`src/rtl/senha_pkg.sv`:
```
// Shared key codes, FSM state type and decode helper for the password entry path.
package senha_pkg;

    localparam logic [3:0] KEY_CLR = 4'hA;
    localparam logic [3:0] KEY_OK  = 4'hB;

    typedef enum logic [2:0] {
        ST_IDLE,
        ST_ONE,
        ST_TWO,
        ST_SUBMIT,
        ST_WAIT
    } state_t;

    function automatic logic is_digit(input logic [3:0] code);
        return code <= 4'd9;
    endfunction

endpackage

```
`src/rtl/key_sync_edge.sv`:
```
// Two-flop synchronizer plus rising-edge detector for the keypad strobe.
module key_sync_edge (
    input  logic clk,
    input  logic reset,
    input  logic i_din,
    output logic o_pulse
);

    logic r_s1;
    logic r_s2;
    logic r_prev;
    logic r_live;
    logic r_armed;

    // r_armed only sets once a genuinely sampled low is seen, so a key held
    // through reset release never looks like a fresh press.
    always_ff @(posedge clk or posedge reset) begin
        if (reset) begin
            r_s1    <= 1'b0;
            r_s2    <= 1'b0;
            r_prev  <= 1'b0;
            r_live  <= 1'b0;
            r_armed <= 1'b0;
        end else begin
            r_s1   <= i_din;
            r_s2   <= r_s1;
            r_prev <= r_s2;
            r_live <= 1'b1;
            if (r_live && !r_s1)
                r_armed <= 1'b1;
        end
    end

    assign o_pulse = r_s2 & ~r_prev & r_armed;

endmodule

```
`src/rtl/senha_entry.sv`:
```
// Two-digit BCD password entry: key decode, inactivity timeout and a
// one-cycle submit handshake toward the downstream checker.
module senha_entry #(
    parameter int TIMEOUT_CYCLES = 50_000_000,
    parameter int WAIT_MIN       = 2
) (
    input  logic       clk,
    input  logic       reset,
    input  logic       key_strobe,
    input  logic [3:0] key_code,
    input  logic       busy,
    output logic [7:0] senha,
    output logic       enter,
    output logic [1:0] digits,
    output logic       err,
    output logic       tmo
);

    import senha_pkg::*;

    localparam int CW = (TIMEOUT_CYCLES > 1) ? $clog2(TIMEOUT_CYCLES) : 1;
    localparam int WW = (WAIT_MIN > 0) ? $clog2(WAIT_MIN + 1) : 1;
    localparam logic [CW-1:0] CNT_LAST  = CW'(TIMEOUT_CYCLES - 1);
    localparam logic [WW-1:0] WAIT_LAST = WW'(WAIT_MIN);

    state_t        r_state;
    logic [7:0]    r_senha;
    logic          r_enter;
    logic [1:0]    r_digits;
    logic          r_err;
    logic          r_tmo;
    logic [CW-1:0] r_cnt;
    logic [WW-1:0] r_wcnt;

    logic w_ev;
    logic w_digit;
    logic w_clr;
    logic w_ok;
    logic w_acc;

    key_sync_edge u_sync (
        .clk    (clk),
        .reset  (reset),
        .i_din  (key_strobe),
        .o_pulse(w_ev)
    );

    assign w_digit = w_ev & is_digit(key_code);
    assign w_clr   = w_ev & (key_code == KEY_CLR);
    assign w_ok    = w_ev & (key_code == KEY_OK);
    assign w_acc   = w_digit | w_clr | w_ok;

    always_ff @(posedge clk or posedge reset) begin
        if (reset) begin
            r_state  <= ST_IDLE;
            r_senha  <= '0;
            r_enter  <= 1'b0;
            r_digits <= '0;
            r_err    <= 1'b0;
            r_tmo    <= 1'b0;
            r_cnt    <= '0;
            r_wcnt   <= '0;
        end else begin
            r_err   <= 1'b0;
            r_tmo   <= 1'b0;
            r_enter <= 1'b0;
            case (r_state)
                ST_IDLE: begin
                    r_cnt <= '0;
                    if (w_digit) begin
                        r_senha  <= {4'h0, key_code};
                        r_digits <= 2'd1;
                        r_state  <= ST_ONE;
                    end else if (w_ok) begin
                        r_err <= 1'b1;
                    end else if (w_clr) begin
                        r_senha <= '0;
                    end
                end
                ST_ONE, ST_TWO: begin
                    // An accepted key on the timeout cycle takes precedence.
                    if (w_acc) begin
                        r_cnt <= '0;
                        if (w_clr) begin
                            r_senha  <= '0;
                            r_digits <= 2'd0;
                            r_state  <= ST_IDLE;
                        end else if (w_ok) begin
                            if (r_state == ST_TWO) begin
                                r_enter <= 1'b1;
                                r_state <= ST_SUBMIT;
                            end else begin
                                r_err <= 1'b1;
                            end
                        end else if (r_state == ST_ONE) begin
                            r_senha  <= {r_senha[3:0], key_code};
                            r_digits <= 2'd2;
                            r_state  <= ST_TWO;
                        end else begin
                            r_err <= 1'b1;
                        end
                    end else if (r_cnt == CNT_LAST) begin
                        r_cnt    <= '0;
                        r_senha  <= '0;
                        r_digits <= 2'd0;
                        r_tmo    <= 1'b1;
                        r_state  <= ST_IDLE;
                    end else begin
                        r_cnt <= r_cnt + CW'(1);
                    end
                end
                ST_SUBMIT: begin
                    r_cnt   <= '0;
                    r_wcnt  <= '0;
                    r_state <= ST_WAIT;
                end
                ST_WAIT: begin
                    r_cnt <= '0;
                    if (r_wcnt == WAIT_LAST) begin
                        if (!busy) begin
                            r_senha  <= '0;
                            r_digits <= 2'd0;
                            r_state  <= ST_IDLE;
                        end
                    end else begin
                        r_wcnt <= r_wcnt + WW'(1);
                    end
                end
                default: begin
                    r_senha  <= '0;
                    r_digits <= 2'd0;
                    r_cnt    <= '0;
                    r_state  <= ST_IDLE;
                end
            endcase
        end
    end

    assign senha  = r_senha;
    assign enter  = r_enter;
    assign digits = r_digits;
    assign err    = r_err;
    assign tmo    = r_tmo;

endmodule

```
`config.mk`:
```
export PLATFORM = sky130hd
export DESIGN_NAME = senha_entry
export DESIGN_NICKNAME = d
export VERILOG_FILES = /design/src/rtl/senha_pkg.sv /design/src/rtl/key_sync_edge.sv /design/src/rtl/senha_entry.sv
export SDC_FILE = /design/constraint.sdc
export NUM_CORES = 1
export LEC_CHECK = 0
export CORE_UTILIZATION = 60
export DETAILED_ROUTE_END_ITERATION = 12
export PLACE_DENSITY = 0.82
export SLEW_MARGIN = 30
export SYNTH_ARGS = -nofsm -noshare
export SYNTH_HDL_FRONTEND = slang
export SYNTH_SLANG_ARGS = --single-unit
```
`constraint.sdc`:
```
create_clock -name clk -period 3.15 [get_ports clk]
set_input_delay 0.7875 -clock clk [delete_from_list [all_inputs] [get_ports clk]]
set_output_delay 0.7875 -clock clk [all_outputs]
set_load 0.05 [all_outputs]
```
# After elaboration in Yosys (flattened, before gate mapping)

Index checks and enable logic that the tools add are counted.

Register bits after elaboration: 49
Bits of input ports: 8
Output and inout bits: 13
Word-level logic and storage cells: 104

Add/sub/neg operators: 2
$lt $le $gt $ge: 1
Equality and inequality tests: 19
Mux-type cells: 51
Bitwise operators: 9
Reduce and logical (&&, ||, !) cells: 9

Operator list:

| kind                                                            | number |
|---|---|
| 8-bit 2-to-1 mux                                                | 10 |
| 26-bit 2-to-1 mux                                               | 3 |
| 8-bit case mux with 4 select lines                              | 1 |
| 3-bit 2-to-1 mux                                                | 9 |
| 26-bit by 1-bit adder with 26-bit output, second input constant | 1 |
| 26-bit == test, second input constant                           | 1 |
| 2-bit 2-to-1 mux                                                | 9 |
| 1-bit 2-to-1 mux                                                | 15 |
| 3-bit case mux with 4 select lines                              | 1 |
| 5-bit inequality test, second input constant                    | 2 |
| 3-bit inequality test, second input constant                    | 3 |
| 4-bit == test, second input constant                            | 2 |
| 2-bit inequality test, second input constant                    | 4 |
| 4-bit inequality test, second input constant                    | 2 |
| 2-bit case mux with 4 select lines                              | 1 |
| 8-bit AND reduction                                             | 1 |
| 7-bit AND reduction                                             | 1 |
| 3-bit by 2-bit == test with 1-bit output, second input constant | 2 |
| 6-bit AND reduction                                             | 1 |
| 1-bit AND                                                       | 5 |
| 4-bit less-or-equal comparator, second input constant           | 1 |
| 2-bit case mux with 2 select lines                              | 1 |
| 3-bit by 1-bit == test with 1-bit output, second input constant | 1 |
| 3-bit == test, second input constant                            | 1 |
| other kinds (11)                                                | 13 |

# Longest topological paths before layout

Depth in word-level cells: 8
Mapped depth: 7
Depth with buffers taken out: 6

# Modules after synthesis

A second synthesis with hierarchy kept.

Cells, all modules: 242
Area, all modules: 2474.9 um^2

By module, submodules not included:

| module        | times used | cells each | area each (um^2) | seq. area each (um^2) |
|---|---|---|---|---|
| senha_entry   | 1          | 232        | 2322.2           | 1101.1 |
| key_sync_edge | 1          | 10         | 152.6            | 125.1 |

# Worst setup path after synthesis

No wires, ideal clock.

Kind: input -> register
From: in key_code[1]
To: reg r_senha[0] (netlist: senha[0])
Setup time: 127 ps
Arrival time: 1773 ps
Data required time: 3023 ps
Setup slack: 1249 ps
Stages on the path: 5
Path buffers: 0
Cell sequence: and4b_1 -> a21oi_1 -> o32a_1 -> nand4_4 -> mux2i_1

Longest elaborated chain between the ends: 6
Elaborated cells on any way between the ends: 18
Those cells by class: order compare: 1; eq/ne: 7; mux: 4; bitwise: 5; reduce/logical: 1

Ends and longest elaborated chain:

| item                                                                                       | RTL line                             | source |
|---|---|---|
| start: declaration                                                                         | senha_entry.sv:10                    | `input logic [3:0] key_code,` |
| 4-bit less-or-equal comparator or 4-bit == test (tied branches)                            | senha_pkg.sv:16, senha_entry.sv:49   |  |
| 1-bit AND, on equally long branches                                                        | senha_entry.sv:48, senha_entry.sv:49 |  |
| 1-bit OR (2 in series)                                                                     | senha_entry.sv:51                    | `assign w_acc = w_digit \| w_clr \| w_ok;` |
| 4-bit inequality test (no source line) (tied with other cells)                             | --                                   |  |
| 8-bit AND reduction (no source line) or 8-bit case mux with 4 select lines (tied branches) | --                                   |  |
| end signal: assignment                                                                     | senha_entry.sv:71                    | `r_senha <= {4'h0, key_code};` |
| end signal: assignment                                                                     | senha_entry.sv:96                    | `r_senha <= {r_senha[3:0], key_code};` |
| end: declaration                                                                           | senha_entry.sv:27                    | `logic [7:0] r_senha;` |

Several ways; a longest one is shown, not always the timed one.
A chain may end at the register's enable or synchronous reset.

# Final worst setup path

From: in key_code[2]
To: reg r_senha[6] (netlist: senha[6])

The elaborated chain is that of the path after synthesis.

==> metrics.txt <==
vias in the first global route=1744; die width=67.7 um; P per Cell Area=458 nW/um2; Ys Warns=0; register area share after synthesis=0.473; Synth area leader=dfrtp_1; height of the die=67.7 um; status=finished, final reports clean; fin crit period=between 2000 and 2500 ps; P&R area growth vs syn=11.2%; setup bufs post-CTS=0; global route overflow=0; initial antenna violation count=0; TritonCTS clock tree=yes; CTS root buf=clkbuf_8; DP Cell Count=about 310; Post-Syn Area=2590 um2; top post-synthesis cells by area=dfrtp_1, xor2_1, nor2_1, nor2_4, nand2_1; critical path capture point type=flip-flop; core area=between 4000 and 5000 um2; CP required=roughly 3400 ps; Max Cap Violations=0; Final Hold Viols=0; CP cell instances=clkdlybuf4s50_1, nand2_1, a211o_1, a31o_4, nand4_4, mux2i_1; Iter 0 DRT Violations=108; RSZ-0062 raised after global routing=no; worst path arrival time=2660 ps; diode count=0; H-tree levels=2; hold buffers post-CTS=0; Final Non-Filler Cells=321; drt total wl=4.73 mm; Final HPWL DP=roughly 3.3 mm; Static Leak=between 1 and 1.5 nW; top cell type's share of synthesized area=0.473; Worst Skew=13.3 ps; first-pass iteration count of the detailed router=4; first-pass GRT wire length=approximately 7.6 mm; Resized cells post-CTS=0; hold_sp=u_sync.r_s1; area occupied by multi-input gates=1230 um2; Final Max Slew Viols=0; I/O pin count=21; GRT Util Overall=0.227; peak supply drop=333 uV; fillers=304; Max Freq=about 0.41 GHz; Die ar.=between 4000 and 5000 um2; CTS Buffer Depth=2; worst min path class=flip-flop to flip-flop; Mean Syn Cell Area=10.3 um2; Cells after Synth=251; DR vias=1863; clock sinks=49; Final Wtd Congestion=0.828; critical path's slowest cell=clkdlybuf4s50_1; Layout Nets=~280; total negative slack=0 ps; largest net degree at the start of global routing=31; Worst Setup SP=key_code[2]; # rows=23; worst flop-to-flop path startpoint=r_cnt[0]; Clock Latency Late Sink=~300 ps; Synth Register Bits=49; slowest cell delay on critical path=570 ps; worst-margin pin slew=around 550 ps; critical path class=input port to flip-flop; DRC=0; worst r2r path cells=6; storage element area=~1200 um2; Max transition margin=0.633; syn nets=261; hold path cells=0; Critical Path Fanout Max=30; # port buffers=20; layout cell share with drive strength beyond 1=0.107; Cell variety after synth=51; routed len/inst=roughly 15 um; final setup fails=0; Tcrit/Tclk final=0.776; CTS Buf Count=5; Initial Util=0.634; vias per cell=5.80; Reg clk slew, reported paths=80 ps; antenna viol nets, final=0; CP Launch Type=input port
[metal layers]
| layer | track usage | vias to the layer above | wire (um) |
|---|---|---|---|
| met5 | 0 | - | 0 |
| met1 | 0.294 | 902 | 2290 |
| li1 | - | 902 | - |
| met3 | 0.0405 | 4 | 222 |
| met2 | 0.361 | 55 | 2150 |
| met4 | 0.117 | 0 | 58 |
[registers in the layout, indices dropped and copies added, names as in the netlist]
| name | cells |
|---|---|
| err | 1 |
| u_sync.r_prev | 1 |
| u_sync.r_s2 | 1 |
| u_sync.r_s1 | 1 |
| senha | 8 |
| u_sync.r_armed | 1 |
| r_cnt | 26 |
| u_sync.r_live | 1 |
| digits | 2 |
| r_wcnt | 2 |
| enter | 1 |
| tmo | 1 |
| r_state | 3 |
[final timing paths]
kind                          endpoint  slack (ps)
max                           senha[6]         710
min                        u_sync.r_s2         380
max reg2reg                   senha[6]         840
min reg2reg                u_sync.r_s2         380
max in group asynchronous    digits[1]        1760
min in group asynchronous     senha[7]         800
[metrics by stage]
stage	instance area [um2]	hold WS (ps)	utilization	setup WS, ps	power [mW]
finish	2880	384	0.705	705	1.32
global route	2880	399	0.705	590	1.38
CTS	2880	392	0.705	703	1.33
detailed placement	2790	375	0.684	391	0.963
global placement	2790	356	0.684	481	0.957
floorplan	2590	354	-	1190	0.900
[layout make-up]
cell class / count / share of cell area
multi-input combinational: 178 / 0.428
sequential: 49 / 0.426
timing repair buffer: 22 / 0.0747
clock buffer: 7 / 0.0300
tap: 50 / 0.0217
inverter: 15 / 0.0195
[logic make-up after synthesis]
family	synth area share
xor+xnor	0.0845
simple gates	0.257
compound gates	0.0879
buf+inv	0.0502
fa+ha+maj	0.00966
flops	0.473
mux	0.0353
other cells	0.00145
[synth_stat cells (all sizes together)]
cell type and count:
dfrtp 49, nor2 36, nand2 23, xor2 19
inv 15, nand3 14, mux2i 8, a21oi 7
and3 6, nand4 6, nor3 6, xnor2 6
buf 5, o21ai 5, clkbuf 4, a211oi 3
nor4 3, o211ai 3, a21o 2, a221oi 2
and4 2, and4b 2, ha 2, nand2b 2
nand3b 2, nor2b 2, a211o 1, a21bo 1
a2bb2oi 1, a311oi 1, a31o 1, and2 1
and3b 1, conb 1, mux2 1, nand4b 1
nand4bb 1, o21a 1, o22ai 1, o31ai 1
o32a 1, or2 1, or4 1
[worst max-delay path, delay by kind of cell]
kind	cells	cell delay [ps]
buffers and inverters	1	570
and+or+nand+nor	2	330
muxes	1	220
AOI/OAI and AO/OA	2	750
[layout by cell type (no fill, tap or decap), types with 6 or more instances in the layout]
cell	instances
clkbuf_8	6
and3_1	6
xor2_1	19
nor3_1	6
a21oi_1	7
xnor2_1	6
dfrtp_1	49
mux2i_1	8
clkdlybuf4s50_1	20
nor2_4	8
nand3_1	14
nand2_1	23
nor2_1	25
inv_1	14
[report_power, final]
part           internal [mW]  leakage (nW)  total (mW)  switching, mW
registers              0.660         0.664       0.694         0.0334
clock network          0.174        0.0443       0.368          0.194
logic                 0.0961         0.528       0.258          0.162
total                  0.931          1.24        1.32          0.389
Note: power is estimated with default switching activity, not from simulation.
